$ cat config.mk
export PLATFORM = sky130hd
export DESIGN_NAME = hud_reg_scheduler
export DESIGN_NICKNAME = d
export VERILOG_FILES = /design/src/rtl/hud_reg_scheduler.sv
export SDC_FILE = /design/constraint.sdc
export NUM_CORES = 1
export LEC_CHECK = 0
export BUFFER_PORTS_ARGS = -buffer_cell sky130_fd_sc_hd__buf_4
export CORE_AREA = 2 2 74 76
export CTS_CLUSTER_DIAMETER = 50
export DETAILED_ROUTE_END_ITERATION = 10
export DIE_AREA = 0 0 76 78
export GPL_TIMING_DRIVEN = 1
export PLACE_DENSITY = 0.75
export SYNTH_ARGS = -nofsm -noshare
export SYNTH_HDL_FRONTEND = slang
export SYNTH_SLANG_ARGS = --single-unit
$ cat constraint.sdc
create_clock -name axi_aclk -period 2.6 [get_ports axi_aclk]
set_clock_uncertainty 0.2 [all_clocks]
set_input_delay 0.52 -clock axi_aclk [delete_from_list [all_inputs] [get_ports axi_aclk]]
set_output_delay 0.52 -clock axi_aclk [all_outputs]
set_load 0.03 [all_outputs]
$ cat src/rtl/hud_reg_scheduler.sv
// HUD register-bank sequencer: samples score/life once per frame, converts the
// score to two decimal digits by repeated subtraction, then writes changed font words.
module hud_reg_scheduler (
  input  logic        axi_aclk,
  input  logic        axi_aresetn,
  input  logic [7:0]  score_num,
  input  logic [1:0]  life_num,
  input  logic        frame_start,
  input  logic        force_refresh,
  output logic        wr_valid,
  input  logic        wr_ready,
  output logic [2:0]  wr_addr,
  output logic [31:0] wr_data,
  output logic        busy
);

  typedef enum logic [1:0] {
    IDLE    = 2'd0,
    CONVERT = 2'd1,
    WRITE   = 2'd2
  } state_t;

  state_t      state, state_n;
  logic [6:0]  last_sat;
  logic [1:0]  last_life;
  logic        full_pend;
  logic [6:0]  rem;
  logic [3:0]  tens;
  logic [3:0]  ones;
  logic [6:0]  mask;
  logic [2:0]  cur;

  logic [6:0]  sat;
  logic        score_chg;
  logic        life_chg;
  logic        full_now;
  logic        sample;
  logic        hs;
  logic [6:0]  mask_left;

  function automatic logic [2:0] lowest(input logic [6:0] m);
    logic [2:0] r;
    r = 3'd0;
    for (int i = 6; i >= 0; i--) begin
      if (m[i]) r = 3'(i);
    end
    return r;
  endfunction

  assign sat       = (score_num > 8'd99) ? 7'd99 : score_num[6:0];
  assign score_chg = (sat != last_sat);
  assign life_chg  = (life_num != last_life);
  // A refresh request arriving on the sample edge belongs to this frame.
  assign full_now  = full_pend | force_refresh;
  assign sample    = (state == IDLE) && frame_start && (full_now || score_chg || life_chg);
  assign hs        = wr_valid && wr_ready;
  assign mask_left = mask & ~(7'd1 << cur);

  // NOTE: every always_comb output gets a default first so no latch is inferred.
  always_comb begin
    state_n = state;
    case (state)
      IDLE:    if (sample) state_n = CONVERT;
      CONVERT: if (rem < 7'd10) state_n = WRITE;
      WRITE:   if (hs && (mask_left == 7'd0)) state_n = IDLE;
      default: state_n = IDLE;
    endcase
  end

  // NOTE: sequential state uses non-blocking assignments so all registers update together.
  always_ff @(posedge axi_aclk or negedge axi_aresetn) begin
    if (!axi_aresetn) begin
      state     <= IDLE;
      last_sat  <= 7'd0;
      last_life <= 2'd0;
      full_pend <= 1'b1;
      rem       <= 7'd0;
      tens      <= 4'd0;
      ones      <= 4'd0;
      mask      <= 7'd0;
      cur       <= 3'd0;
    end else begin
      state <= state_n;

      if (sample) begin
        rem       <= sat;
        tens      <= 4'd0;
        mask      <= full_now ? 7'h7F : {life_chg, 3'b000, score_chg, 2'b00};
        last_sat  <= sat;
        last_life <= life_num;
        full_pend <= 1'b0;
      end else if (force_refresh) begin
        full_pend <= 1'b1;
      end

      if (state == CONVERT) begin
        if (rem >= 7'd10) begin
          rem  <= rem - 7'd10;
          tens <= tens + 4'd1;
        end else begin
          ones <= rem[3:0];
          cur  <= lowest(mask);
        end
      end

      if ((state == WRITE) && hs) begin
        mask <= mask_left;
        cur  <= lowest(mask_left);
      end
    end
  end

  always_comb begin
    wr_valid = (state == WRITE);
    busy     = (state != IDLE);
    wr_addr  = 3'd0;
    wr_data  = 32'h0000_0000;
    if (wr_valid) begin
      wr_addr = cur;
      case (cur)
        3'd0:    wr_data = 32'h726F_6353;
        3'd1:    wr_data = 32'h0000_7C65;
        3'd2:    wr_data = {4'h3, ones, 4'h3, tens, 16'h0000};
        3'd3:    wr_data = 32'h0000_0000;
        3'd4:    wr_data = 32'h4546_494C;
        3'd5:    wr_data = 32'h0000_007C;
        3'd6: begin
          case (last_life)
            2'd0:    wr_data = 32'h0083_8383;
            2'd1:    wr_data = 32'h0000_8383;
            2'd2:    wr_data = 32'h0000_0083;
            default: wr_data = 32'h0000_0000;
          endcase
        end
        default: wr_data = 32'h0000_0000;
      endcase
    end
  end

endmodule

# Word-level counts from Yosys, hierarchy flattened
# Index checks and enable logic that the tools add are counted.
[word_totals] ramBits=0 register_bits=37 out_inout_bits=37 word_cells=89 in_bits=15 mem_bits_ro=0 n_memories=0 latch_bits=0
[op_classes] n_mul=0 shift=1 eq_ne=15 n_mux=37 addsub=2 bitwise_logic=4 n_reduce_logical=18 div_mod_pow=0 n_lt_le_gt_ge=3
[op_table] operator="31-bit one-hot mux with 6 select lines" count=1
[op_table] operator="24-bit one-hot mux with 3 select lines" count=1
[op_table] operator="3-bit 2-to-1 mux" count=18
[op_table] operator="7-bit 2-to-1 mux" count=7
[op_table] operator="31-bit 2-to-1 mux" count=1
[op_table] operator="4-bit 2-to-1 mux" count=3
[op_table] operator="3-bit equality test (second input constant)" count=3
[op_table] operator="8-bit by 7-bit greater-than comparator with 1-bit output (second input constant)" count=1
[op_table] operator="2-bit nonzero test" count=4
[op_table] operator="7-bit bitwise AND" count=1
[op_table] operator="7-bit by 4-bit >= comparator with 1-bit output (second input constant)" count=1
[op_table] operator="7-bit zero test" count=1
[op_table] operator="7-bit by 4-bit < comparator with 1-bit output (second input constant)" count=1
[op_table] operator="7-bit inequality test" count=1
[op_table] operator="7-bit NOT" count=1
[op_table] operator="1-bit by 3-bit << shifter with 7-bit output (first input constant)" count=1
[op_table] operator="7-bit by 4-bit subtractor with 7-bit output (second input constant)" count=1
[op_table] operator="2-bit 2-to-1 mux" count=3
[op_table] operator="2-bit one-hot mux with 3 select lines" count=1
[op_table] operator="1-bit logical AND" count=5
[op_table] operator="4-bit by 1-bit adder with 4-bit output (second input constant)" count=1
[op_table] operator="2-bit by 1-bit equality test with 1-bit output (second input constant)" count=2
[op_table] operator="2-bit equality test (second input constant)" count=2
[op_table] operator="2-bit zero test" count=2
[op_table] operator="12 further kinds" count=17

# Longest topological paths before layout
[logic_depth] depth_word=11 mapped_depth=9 ltp_nobuf=8

# Worst setup path before layout
# OpenSTA, ideal clock, no wires.
[synth_timing] kind="register to output" from="register cur[0]" to="output port wr_data[27]" stages_incl_launch_ff=4 t_arrival_ns=2.077 required_ns=1.880 n_path_buf=1 setup_slack_ns=-0.197 path_cell_list="dfrtp_1 clkbuf_1 nor3_1 and3_1"
[synth_between] elab_chain_cells=3 word_cells_on_any_way=8 classes_between="5 x eq/ne; 2 x mux; 1 x reduce/logical"
[synth_rtl] item="start: declaration" line="31" source="logic [2:0] cur;"
[synth_rtl] item="start signal: assignment" line="102" source="cur <= lowest(mask);"
[synth_rtl] item="start signal: assignment" line="108" source="cur <= lowest(mask_left);"
[synth_rtl] item="3-bit equality test, or another cell as far along" line="120" source="case (cur)"
[synth_rtl] item="31-bit one-hot mux with 6 select lines *" line="120"
[synth_rtl] item="31-bit 2-to-1 mux *" line="118" source="if (wr_valid) begin"
[synth_rtl] item="end: declaration" line="13" source="output logic [31:0] wr_data,"
# Mark *: on every way between the ends. The rest lies on a longest branch, timed or not.

# Worst setup path in the final report
[layout_timing] from="register state[0]" to="output port wr_data[4]"
[layout_between] elab_chain_cells=2
[layout_rtl] item="start: declaration" line="23" source="state_t state, state_n;"
[layout_rtl] item="start signal: assignment" line="83" source="state <= state_n;"
[layout_rtl] item="2-bit equality test" line="114" source="wr_valid = (state == WRITE);"
[layout_rtl] item="31-bit 2-to-1 mux" line="118"
# Every way passes these cells.

==> results.json <==
{
  "regArea_sq_um": 927,
  "arrival_ps": 1770,
  "period_needed_ps": 2490,
  "syn_avg_cell_area_sq_um": 8.38,
  "dieWidth_um": 76,
  "root_buffer": "clkbuf_8",
  "crit_path_end_kind": "primary output",
  "cts_buffers": 5,
  "grt_pass1_vias": 2340,
  "via_per_inst": 5.58,
  "yosys_warnings": 0,
  "clock_path_buffers": 2,
  "slew-limit-headroom": 0.634,
  "power_leakage_nw": 1.46,
  "clkTransAtPathRegs_ps": 60,
  "syn-cell-area_sq_um": 2490,
  "ys.flop_type": "dfrtp_1",
  "die_area_sq_um": 5930,
  "grt_antenna_before_repair": 0,
  "dp_hpwl_um": 5170,
  "drtAntennaViolNets": 0,
  "hold_viol": 0,
  "synth_edf_count": 0,
  "worst_slew_pin_slew_ps": 549,
  "clock_latency_ps": 280,
  "drive_gt1_frac": 0.301,
  "grt_usage": 0.231,
  "start_util": 0.494,
  "fin_nets": 382,
  "vias": 2432,
  "ir_worst_vdd_mv": 0.770,
  "critPathKind": "register to primary output",
  "cts_tree": "yes",
  "power_density_nw_per_um2": 1120,
  "synth_top_area_cell": "dfrtp_1",
  "portBuffers": 50,
  "seq_area_frac_synth": 0.373,
  "grt_overflow_total": 0,
  "ys_types": 59,
  "r2r_cells": 7,
  "cts_max_level": 2,
  "fill_cells": 447,
  "cts_num_sinks": 37,
  "crit_start": "state[0]",
  "post_cts_buffers": 0,
  "grt_max_degree": 38,
  "drt-pass1-iter-count": 4,
  "diodes": 0,
  "async_reset_ff_frac": 1.00,
  "grt_pass1_wl_um": 11000,
  "reg2reg_from": "rem[2]",
  "drv_slew": 0,
  "yosysTopAreaCellShare": 0.362,
  "hp-class": "input pin to asynchronous set/reset pin",
  "gp_congestion": 0.979,
  "synth_most_common_cell": "dfrtp_1",
  "power.total_mw": 3.54,
  "first_iter_violations": 319,
  "ys_ff_latch": 37,
  "setup_viol": 0,
  "die_h_um": 78,
  "postSynthCellCount": 297,
  "multi_input_area_sq_um": 1420,
  "cts.hold.buffers_added": 0,
  "critPathMaxFanout": 10,
  "wl_per_cell_um": 15.3,
  "drv_cap": 0,
  "num_rows": 26,
  "fin_crit_sh": 0.956,
  "yosys-top-cells-count": "dfrtp_1, nand2_1, nor2_1",
  "cp-start-kind": "register",
  "area_growth_pct": 26.9,
  "drc": 0,
  "fmax_ghz": 0.402,
  "ios": 52,
  "rsz0062_at_grt": "false",
  "status": "finished, final reports clean",
  "coreArea_sq_um": 5040,
  "required_ps": 1880,
  "timing.hold.ws_ps": 0.778,
  "totalWireLength_um": 6660,
  "syn-num-nets": 314,
  "synth_area_leaders": "dfrtp_1, nand2_1, nor2_1"
}
## flip-flops by register name, summed over array words and instances (netlist names)
register and flops:
cur 3, full_pend 1, last_life 2, last_sat 7
mask 7, ones 4, rem 7, state 2
tens 4
## power by group
group | switching (mW) | internal, mW | leakage [nW] | total [mW]
Combinational | 1.15 | 0.843 | 0.987 | 1.99
Clock | 0.188 | 0.190 | 0.0395 | 0.378
Sequential | 0.307 | 0.862 | 0.435 | 1.17
## logic make-up (layout without fill, tap and decap cells)
family,count (synthesis),in the layout,synth area share
buffers and inverters,32,101,0.0684
AOI/OAI and AO/OA,92,92,0.253
other,1,1,0.00151
DFF,37,37,0.373
and+or+nand+nor,115,115,0.224
adders and majority gates,2,2,0.0101
muxes,11,11,0.0458
xor gates and xnor gates,7,7,0.0246
## through the flow
| stage | cell area (sq um) | worst slack [ps] | TNS [ps] | utilization | std cells |
|---|---|---|---|---|---|
| finish | 3160 | 114 | 0 | 0.626 | 436 |
| global route | 3160 | 16.9 | 0 | 0.626 | 436 |
| CTS | 3140 | 66.6 | 0 | 0.624 | 436 |
| detailed placement | 3050 | -6.25 | -10.8 | 0.606 | 428 |
| global placement | 3050 | 46.9 | 0 | 0.606 | 428 |
| floorplan | 2490 | 66.4 | 0 | - | 297 |
## worst paths after layout
kind | end | slack (ps)
worst max-delay path | wr_data[4] | 110
max in group asynchronous | full_pend | 1850
worst min register to register | ones[1] | 290
worst min-delay path | cur[1] | 0.8
min in group axi_aclk | last_life[0] | 250
worst max register to register | ones[2] | 130
## cells in the final DEF (no fill, tap or decap), drive strengths merged, types with 5 or more instances in the layout
cell / instances
a21oi: 21
buf: 75
clkbuf: 8
dfrtp: 36
inv: 17
mux2i: 8
nand2: 34
nand2b: 5
nor2: 35
nor3: 10
o211ai: 8
o21a: 5
o21ai: 27
o31ai: 9
xnor2: 5
## critical path, stage by stage (launching register included)
cell and delay, ps:
dfrtp_1 400, nand2b_1 260, inv_4 160, nand2_2 140
buf_4 170, inv_1 60, and3_1 140, buf_4 150
## layer usage
| layer | vias up | routed length, um | GRT usage |
|---|---|---|---|
| met5 | - | 0 | 0 |
| met4 | 0 | 113 | 0.0800 |
| met3 | 13 | 358 | 0.0326 |
| met2 | 87 | 3390 | 0.415 |
| met1 | 1137 | 2800 | 0.284 |
| li1 | 1195 | - | - |
## area by class of cell
class	count	share of cell area
inverter	18	0.0222
timing repair buffer	75	0.182
multi-input combinational	228	0.449
sequential	37	0.294
clock buffer	8	0.0254
tap	70	0.0277
## repair_timing
action,4_1_cts,5_1_grt
gates resized for setup,3,4
endpoints found under the setup margin,4,7
gates cloned,0,0
Power figures use the tool's default switching activity.
